<file path="src/rtl/p4_serial_adder_if.sv">
// p4_serial_adder_if: operand request / sum response bundle between a P4 master and the serial adder
interface p4_serial_adder_if #(
  parameter int DWIDTH = 32,
  parameter int CNT_W  = 16
);
  logic              in_valid;
  logic              in_ready;
  logic [DWIDTH-1:0] a_i;
  logic [DWIDTH-1:0] b_i;
  logic              cin_i;
  logic              out_valid;
  logic              out_ready;
  logic [DWIDTH-1:0] sum_o;
  logic              cout_o;
  logic [CNT_W-1:0]  op_count_o;
  modport master (
    output in_valid, a_i, b_i, cin_i, out_ready,
    input  in_ready, out_valid, sum_o, cout_o, op_count_o
  );
  modport slave (
    input  in_valid, a_i, b_i, cin_i, out_ready,
    output in_ready, out_valid, sum_o, cout_o, op_count_o
  );
endinterface

</file>
<file path="src/rtl/p4_serial_adder.sv">
// p4_serial_adder: handshaked adder computing A+B+cin in CHUNK-bit slices, one slice per cycle
module p4_serial_adder #(
  parameter int DWIDTH = 32,
  parameter int CHUNK  = 8,
  parameter int CNT_W  = 16
) (
  input logic clk,
  input logic rst_n,
  p4_serial_adder_if.slave bus
);
  localparam int N  = DWIDTH / CHUNK;
  localparam int IW = (N > 1) ? $clog2(N) : 1;
  typedef enum logic [1:0] {IDLE, CALC, DONE} state_t;
  state_t            state_q;
  logic [DWIDTH-1:0] a_q, b_q, sum_q;
  logic              carry_q, cout_q;
  logic [IW-1:0]     idx_q;
  logic [CNT_W-1:0]  cnt_q;
  logic [CHUNK:0]    chunk_d;
  always_comb
    chunk_d = {1'b0, a_q[idx_q*CHUNK +: CHUNK]} + {1'b0, b_q[idx_q*CHUNK +: CHUNK]}
            + {{CHUNK{1'b0}}, carry_q};
  always_ff @(posedge clk or negedge rst_n)
    if (!rst_n) begin
      state_q <= IDLE;
      a_q     <= '0;
      b_q     <= '0;
      sum_q   <= '0;
      carry_q <= 1'b0;
      cout_q  <= 1'b0;
      idx_q   <= '0;
      cnt_q   <= '0;
    end else begin
      case (state_q)
        IDLE: if (bus.in_valid) begin
          a_q     <= bus.a_i;
          b_q     <= bus.b_i;
          carry_q <= bus.cin_i;
          idx_q   <= '0;
          state_q <= CALC;
        end
        CALC: begin
          sum_q[idx_q*CHUNK +: CHUNK] <= chunk_d[CHUNK-1:0];
          carry_q <= chunk_d[CHUNK];
          idx_q   <= idx_q + IW'(1);
          if (idx_q == IW'(N - 1)) begin
            cout_q  <= chunk_d[CHUNK];
            state_q <= DONE;
          end
        end
        DONE: if (bus.out_ready) begin
          cnt_q   <= cnt_q + CNT_W'(1);
          state_q <= IDLE;
        end
        default: state_q <= IDLE;
      endcase
    end
  assign bus.in_ready   = (state_q == IDLE);
  assign bus.out_valid  = (state_q == DONE);
  assign bus.sum_o      = sum_q;
  assign bus.cout_o     = cout_q;
  assign bus.op_count_o = cnt_q;
endmodule
</file>
<file path="src/flat_wrapper.sv">
// flat-port wrapper written by rule: the top's interface ports become plain ports
module p4_serial_adder_flat 
#(
  parameter int DWIDTH = 32,
  parameter int CHUNK  = 8,
  parameter int CNT_W  = 16
)
  (clk, rst_n, bus_in_valid, bus_a_i, bus_b_i, bus_cin_i, bus_out_ready, bus_in_ready, bus_out_valid, bus_sum_o, bus_cout_o, bus_op_count_o);
  p4_serial_adder_if #(.DWIDTH(DWIDTH), .CNT_W(CNT_W)) bus_i ();
  input logic clk;
  input logic rst_n;
  input wire logic [$bits(bus_i.in_valid)-1:0] bus_in_valid;
  input wire logic [$bits(bus_i.a_i)-1:0] bus_a_i;
  input wire logic [$bits(bus_i.b_i)-1:0] bus_b_i;
  input wire logic [$bits(bus_i.cin_i)-1:0] bus_cin_i;
  input wire logic [$bits(bus_i.out_ready)-1:0] bus_out_ready;
  output wire logic [$bits(bus_i.in_ready)-1:0] bus_in_ready;
  output wire logic [$bits(bus_i.out_valid)-1:0] bus_out_valid;
  output wire logic [$bits(bus_i.sum_o)-1:0] bus_sum_o;
  output wire logic [$bits(bus_i.cout_o)-1:0] bus_cout_o;
  output wire logic [$bits(bus_i.op_count_o)-1:0] bus_op_count_o;
  assign bus_i.in_valid = bus_in_valid;
  assign bus_i.a_i = bus_a_i;
  assign bus_i.b_i = bus_b_i;
  assign bus_i.cin_i = bus_cin_i;
  assign bus_i.out_ready = bus_out_ready;
  assign bus_in_ready = bus_i.in_ready;
  assign bus_out_valid = bus_i.out_valid;
  assign bus_sum_o = bus_i.sum_o;
  assign bus_cout_o = bus_i.cout_o;
  assign bus_op_count_o = bus_i.op_count_o;
  p4_serial_adder #(.DWIDTH(DWIDTH), .CHUNK(CHUNK), .CNT_W(CNT_W)) u_core (.clk(clk), .rst_n(rst_n), .bus(bus_i));
endmodule
</file>
<file path="config.mk">
export PLATFORM = sky130hd
export DESIGN_NAME = p4_serial_adder_flat
export DESIGN_NICKNAME = d
export VERILOG_FILES = /design/src/rtl/p4_serial_adder_if.sv /design/src/rtl/p4_serial_adder.sv /design/src/flat_wrapper.sv
export SDC_FILE = /design/constraint.sdc
export NUM_CORES = 1
export LEC_CHECK = 0
export ABC_AREA = 1
export CORE_MARGIN = 10
export CORE_UTILIZATION = 45
export CTS_BUF_LIST = sky130_fd_sc_hd__clkbuf_16
export CTS_CLUSTER_SIZE = 24
export DETAILED_ROUTE_END_ITERATION = 10
export PLACE_DENSITY_LB_ADDON = 0.25
export SYNTH_ARGS = -nofsm -noshare
export SYNTH_HDL_FRONTEND = slang
export SYNTH_SLANG_ARGS = --single-unit
export TNS_END_PERCENT = 30
</file>
<file path="constraint.sdc">
create_clock -name clk -period 6.08 [get_ports clk]
set_clock_uncertainty 0.05 [all_clocks]
set_input_delay 1.824 -clock clk [delete_from_list [all_inputs] [get_ports clk]]
set_output_delay 1.824 -clock clk [all_outputs]
set_load 0.005 [all_outputs]
</file>
==> impl_metrics.py, run 1 <==
metrics = {
    "run_status": {
        "status": "finished clean",
    },
    "worst_setup_path": {
        "arrival_ns": 3.90,
        "crit_family": "adder cells",
        "path_buf_inv": 1,
        "crit_fanout": 20,
        "reg2reg_to": "u_core.bus.sum_o[12]",
        "worstRegToRegCells": 11,
        "worstSetupPathType": "reg -> reg",
        "cp_cell_sequence": "inv_1, o21ai_0, o22ai_1, fa_1, fa_1, nand2_1, nand2_1, nand2_1, xnor2_1, nand3_1, o21ai_0",
        "slowest_stage": "dfrtp_1",
        "required_ns": 6.35,
        "rr_startpoint": "u_core.idx_q[1]",
        "cpMostUsedCell": "nand2_1",
        "end_kind": "flop",
        "reg2reg_slack_ns": 2.46,
        "startpoint_type": "flop",
        "critical-path-max-stage-delay_ns": 0.84,
    },
    "power": {
        "p_leak_nw": 3.69,
        "vdd_drop_max_v": 0.000266,
        "power.total_mw": 4.25,
        "power_density_mw_per_mm2": 573,
    },
    "placement": {
        "dp_cells": 930,
        "pre_cts_ws_ns": 2.14,
        "place.gp.congestion": 0.841,
        "hpwl_um": 10500,
        "postPlaceCellArea_mm2": 0.00686,
        "portBuffers": 119,
    },
    "clock_tree": {
        "postCtsSetupBuffers": 0,
        "clockRootBuffer": "clkbuf_16",
        "cts_made_buffers": 17,
        "clkTransAtPathRegs_ns": 0.05,
        "cts.htree.levels": 4,
        "cts_tree": "done",
        "cts_resized": 0,
        "clk_latency_ns": 0.41,
        "cts_hold_buf": 0,
        "cts_sinks": 118,
        "clk_path_buf_depth": 2,
    },
    "die": {
        "core_area_mm2": 0.0121,
        "die_y_um": 131,
        "start_util": 0.460,
        "die_w_um": 131,
        "die_area_mm2": 0.0172,
        "rows": 40,
        "io_pins": 120,
    },
    "run": {
        "maxCapViolations": 0,
    },
    "drt": {
        "wl_um": 14500,
        "drtIter0Drc": 449,
        "drt-wirelength-per-cell_um": 15.1,
        "antenna_left": 0,
        "via_per_inst": 4.95,
        "vias": 4748,
        "first_pass_iters": 5,
        "drc_errors": 0,
    },
    "timing": {
        "maxSlewViolCount": 0,
        "max_clock_freq_mhz": 276,
        "relSlewSlack": 0.343,
        "period_needed_ns": 3.62,
        "fin_crit_sh": 0.595,
        "rsz0062_at_grt": "no",
        "layout_setup_ws_ns": 2.46,
        "fin_tns_setup_ns": 0,
        "tightest_slew_ns": 0.984,
        "worst_hold_slack_ns": 0.423,
        "finalHoldViolCount": 0,
        "finalSetupViolations": 0,
    },
    "yosys": {
        "synth_compound_area_frac": 0.0778,
        "ys_seq_elements": 118,
        "synthXorXnorAreaFrac": 0.0268,
        "synth_area_per_cell_um2": 8.34,
        "synth_top_family_by_area": "simple AND/OR/NAND/NOR gates",
        "synthesis.nets": 750,
        "ys_seq_area_frac": 0.532,
        "synthSimpleGateAreaFrac": 0.276,
        "synthAdderAreaFrac": 0.0388,
        "synthMuxAreaShare": 0.00203,
        "synthesis.area_mm2": 0.00555,
        "ys_warn_count": 0,
        "post_synth_num_cell_types": 32,
        "syn-instance-count": 665,
    },
    "finish": {
        "seq_area_mm2": 0.00295,
        "syn2layout_area_growth_pct": 33.8,
        "final.fill_count": 1077,
        "diodes": 0,
        "final_util": 0.616,
        "stdcell_count": 960,
        "layout.nets": 866,
        "postLayoutCellArea_mm2": 0.00743,
        "drive_gt1_frac": 0.0644,
        "multiInputGateArea_mm2": 0.00234,
    },
    "hold_path": {
        "holdPathStages": 1,
        "hold_end": "u_core.bus.op_count_o[15]",
        "hold_class": "reg -> reg",
        "min_from": "u_core.bus.op_count_o[15]",
    },
    "global_routing": {
        "grt.total_usage": 0.176,
        "grt_pass1_wl_um": 24100,
        "grt_start_max_net_pins": 70,
        "antenna_found_initial": 0,
        "grt_overflow": 0,
        "first_global_vias": 4949,
    },
}
## worst max-delay path by stage
stage	startpoint	end	slack [ns]	depth (start not counted)
final	u_core.idx_q[1]	u_core.bus.sum_o[12]	2.46	11
after global routing	u_core.idx_q[1]	u_core.bus.sum_o[28]	2.29	11
after CTS	u_core.idx_q[1]	u_core.bus.sum_o[12]	2.46	11
after detailed placement	bus_in_valid	u_core.b_q[3]	2.14	6
after global placement	bus_in_valid	u_core.b_q[3]	2.15	6
after floorplan	u_core.idx_q[0]	u_core.bus.sum_o[12]	3.41	13
## Yosys cell counts (all sizes together)
master  count  area share
a21oi       3      0.0027
a22o        1      0.0018
a22oi       1      0.0014
buf        16       0.015
clkbuf     10      0.0068
clkinv      1     0.00068
dfrtp     118        0.53
fa          2      0.0072
ha         14       0.032
inv        35       0.024
mux2        1      0.0020
nand2     289        0.20
nand3      22       0.022
nand3b      1      0.0014
nand4       7      0.0079
nor2       50       0.040
nor3        2      0.0059
o21ai      54       0.049
o22ai      17       0.019
o31ai       3      0.0041
or2         1      0.0011
xnor2      11       0.017
xor2        6      0.0095
## worst register-to-register path: cells and delay by family (launching register included)
family | cells | cell delay [ns]
xor+xnor | 1 | 0.21
compound gates | 3 | 0.56
buf+inv | 1 | 0.56
fa+ha+maj | 2 | 0.88
simple gates | 4 | 0.43
flops | 1 | 0.84
## flip-flops by register name, indices dropped and copies added (netlist names)
name / count
u_core.a_q: 32
u_core.b_q: 32
u_core.bus.sum_o: 32
u_core.bus.op_count_o: 16
u_core.idx_q: 2
u_core.state_q: 2
u_core.bus.cout_o: 1
u_core.carry_q: 1
## logic make-up after synthesis
logic type,after synthesis
XOR/XNOR,17
buffers and inverters,62
adder cells (fa/ha/maj),16
AO/OA/AOI/OAI,79
flip-flops,118
multiplexers,1
AND/OR/NAND/NOR,372
## power breakdown
group | switching (mW) | internal, mW
Clock | 0.336 | 0.629
Combinational | 1.25 | 0.749
Sequential | 0.200 | 1.09
Total | 1.79 | 2.47
## final cells by class
type                    count  area share
inverters                  36      0.0182
clock inverters            13      0.0190
repair buffers            123       0.164
multi-input cells         485       0.315
flip-flops and latches    118       0.398
well taps                 168      0.0283
clock buffers              17      0.0573
## cell usage in the layout (no fill, tap or decap), types with 4 or more instances in the layout
| master | netlist | routed |
|---|---|---|
| inv_2 | 3 | 4 |
| clkbuf_16 | 0 | 17 |
| o21ai_0 | 54 | 54 |
| nand2_1 | 286 | 285 |
| o22ai_1 | 17 | 17 |
| nand3_1 | 21 | 21 |
| clkinv_1 | 1 | 4 |
| nand4_1 | 7 | 7 |
| nor2_4 | 4 | 4 |
| clkdlybuf4s50_1 | 0 | 118 |
| xnor2_1 | 11 | 11 |
| nor2_1 | 44 | 44 |
| inv_1 | 32 | 32 |
| dfrtp_1 | 118 | 118 |
| ha_1 | 14 | 14 |
| xor2_1 | 6 | 6 |
| clkinv_2 | 0 | 4 |
| buf_4 | 1 | 5 |
## layer usage
metal,vias up,part of all wire,global-route usage
met1,2243,0.43,0.221
li1,2336,-,-
met5,-,0,0
met4,0,0.012,0.0523
met3,20,0.063,0.0451
met2,149,0.49,0.293
Note: power is estimated with default switching activity, not from simulation.
==> inputs of run 2 (changes only) <==
==> constraint.sdc (replaced) <==
create_clock -name clk -period 3.5 [get_ports clk]
set_clock_uncertainty 0.05 [all_clocks]
set_input_delay 1.05 -clock clk [delete_from_list [all_inputs] [get_ports clk]]
set_output_delay 1.05 -clock clk [all_outputs]
set_load 0.005 [all_outputs]
==> run 2 against run 1 <==
Compared with the run above: non-clock buffer count increased by 7; register-to-register slack lost 2.0 ns; flip-flop and latch count did not move; first-iteration DRC count shrank 14%; routed wire length is 3.8% higher; via count is 1.4% higher; maximum frequency increased by 19%; sequential share of layout area shrank 1.1 points; largest power group unchanged.
==> impl_metrics.py, run 2 (synthesis results as in run 1) <==
metrics = {
    "drt": {
        "drc_errors": 0,
        "vias": 4813,
        "drt-wirelength-per-cell_um": 15.5,
        "via_per_inst": 4.97,
        "wl_um": 15000,
        "drtIter0Drc": 384,
        "first_pass_iters": 5,
        "antenna_left": 0,
    },
    "timing": {
        "fin_tns_setup_ns": 0,
        "tightest_slew_ns": 0.792,
        "fin_crit_sh": 0.868,
        "finalSetupViolations": 0,
        "period_needed_ns": 3.04,
        "worst_hold_slack_ns": 0.423,
        "layout_setup_ws_ns": 0.460,
        "relSlewSlack": 0.472,
        "rsz0062_at_grt": "no",
        "max_clock_freq_mhz": 329,
        "finalHoldViolCount": 0,
        "maxSlewViolCount": 0,
    },
    "finish": {
        "final_util": 0.633,
        "diodes": 0,
        "mostFrequentLayoutCell": "nand2_1",
        "final_cell_mix": "285 x nand2_1, 118 x clkdlybuf4s50_1, 118 x dfrtp_1",
        "layout.nets": 873,
        "stdcell_count": 969,
        "syn2layout_area_growth_pct": 37.6,
        "drive_gt1_frac": 0.0774,
    },
    "clock_tree": {
        "cts_sinks": 118,
        "clkTransAtPathRegs_ns": 0.06,
        "cts_hold_buf": 0,
        "cts_tree": "done",
        "clk_path_buf_depth": 2,
        "clockRootBuffer": "clkbuf_16",
        "cts_resized": 0,
        "clk_latency_ns": 0.41,
        "postCtsSetupBuffers": 0,
        "cts_made_buffers": 17,
        "cts.htree.levels": 4,
    },
    "global_routing": {
        "grt_pass1_wl_um": 24600,
        "first_global_vias": 5067,
        "grt_start_max_net_pins": 67,
        "grt_overflow": 0,
        "top_usage_layer": "met2",
        "use_met2": 0.311,
        "antenna_found_initial": 0,
        "use_met1": 0.215,
        "grt.total_usage": 0.181,
        "met3_usage": 0.0479,
    },
    "die": {
        "die_w_um": 131,
        "start_util": 0.460,
        "core_area_mm2": 0.0121,
        "die_y_um": 131,
        "io_pins": 120,
        "rows": 40,
        "die_area_mm2": 0.0172,
    },
    "worst_setup_path": {
        "startpoint_type": "flop",
        "rr_startpoint": "u_core.idx_q[0]",
        "reg2reg_to": "u_core.bus.sum_o[12]",
        "arrival_ns": 3.31,
        "required_ns": 3.77,
        "crit_path_start": "u_core.idx_q[0]",
        "endpoint": "u_core.bus.sum_o[12]",
        "crit_fanout": 15,
        "worstRegToRegCells": 11,
        "worstSetupPathType": "reg -> reg",
        "end_kind": "flop",
        "reg2reg_slack_ns": 0.46,
    },
    "placement": {
        "portBuffers": 119,
        "dp_cells": 937,
        "hpwl_um": 11100,
        "place.gp.congestion": 0.846,
        "pre_cts_ws_ns": 0.490,
    },
    "run_status": {
        "status": "finished clean",
    },
    "hold_path": {
        "hold_class": "reg -> reg",
    },
    "power": {
        "p_leak_nw": 3.78,
        "power_density_mw_per_mm2": 1020,
        "vdd_drop_max_v": 0.000495,
    },
    "run": {
        "maxCapViolations": 0,
    },
}
run 2: changes by cell type in the layout (fill, tap and decap cells not counted), sizes merged:
cell / change
buf: +7
bufinv: +4
clkinv: -4
clkinvlp: +2
run 2: how the worst min path moves through the flow:
| stage | start | to | depth (start not counted) |
|---|---|---|---|
| after floorplan | u_core.a_q[16] | u_core.a_q[16] | 2 |
| after global placement | u_core.b_q[15] | u_core.b_q[15] | 2 |
| after detailed placement | u_core.b_q[10] | u_core.b_q[10] | 2 |
| after CTS | u_core.a_q[9] | u_core.a_q[9] | 2 |
| after global routing | u_core.b_q[22] | u_core.b_q[22] | 2 |
| final | u_core.bus.op_count_o[15] | u_core.bus.op_count_o[15] | 1 |
run 2: where the power goes:
| group | internal [mW] | switching [mW] | total (mW) | leakage (nW) |
|---|---|---|---|---|
| Clock | 1.40 | 0.617 | 2.02 | 0.328 |
| Sequential | 1.89 | 0.389 | 2.28 | 1.52 |
| Combinational | 1.35 | 2.15 | 3.50 | 1.94 |
| Total | 4.65 | 3.15 | 7.80 | 3.78 |
run 2: worst max-delay path: stages, from the launching register on:
cell	delay (ns)
dfrtp_1	0.54
clkinv_1	0.38
o21ai_0	0.28
o22ai_1	0.13
fa_1	0.41
fa_1	0.43
nand2_1	0.09
nand2_1	0.06
nand2_1	0.08
xnor2_1	0.19
nand3_1	0.13
o21ai_0	0.17
run 2: layout make-up:
cell class              count  area [um2]
inverters                  36         135
well taps                 168         210
fillers                  1021        4430
clock buffers              17         425
multi-input cells         485        2340
flip-flops and latches    118        2950
repair buffers            130        1310
clock inverters            15         259
run 2: metal layers:
metal  up-vias  part of all wire  routed length [um]
met1      2306              0.42                6270
met3        17             0.064                 961
met5         -                 0                   0
met4         0             0.013                 195
li1       2357                 -                   -
met2       133              0.51                7590
run 2: metrics by stage:
stage          area (um2)  power, mW
2_1_floorplan        5550       4.48
3_3_place_gp         6950       5.65
3_5_place_dp         6950       5.77
4_1_cts              7630       7.85
5_1_grt              7630       8.42
6_report             7630       7.80
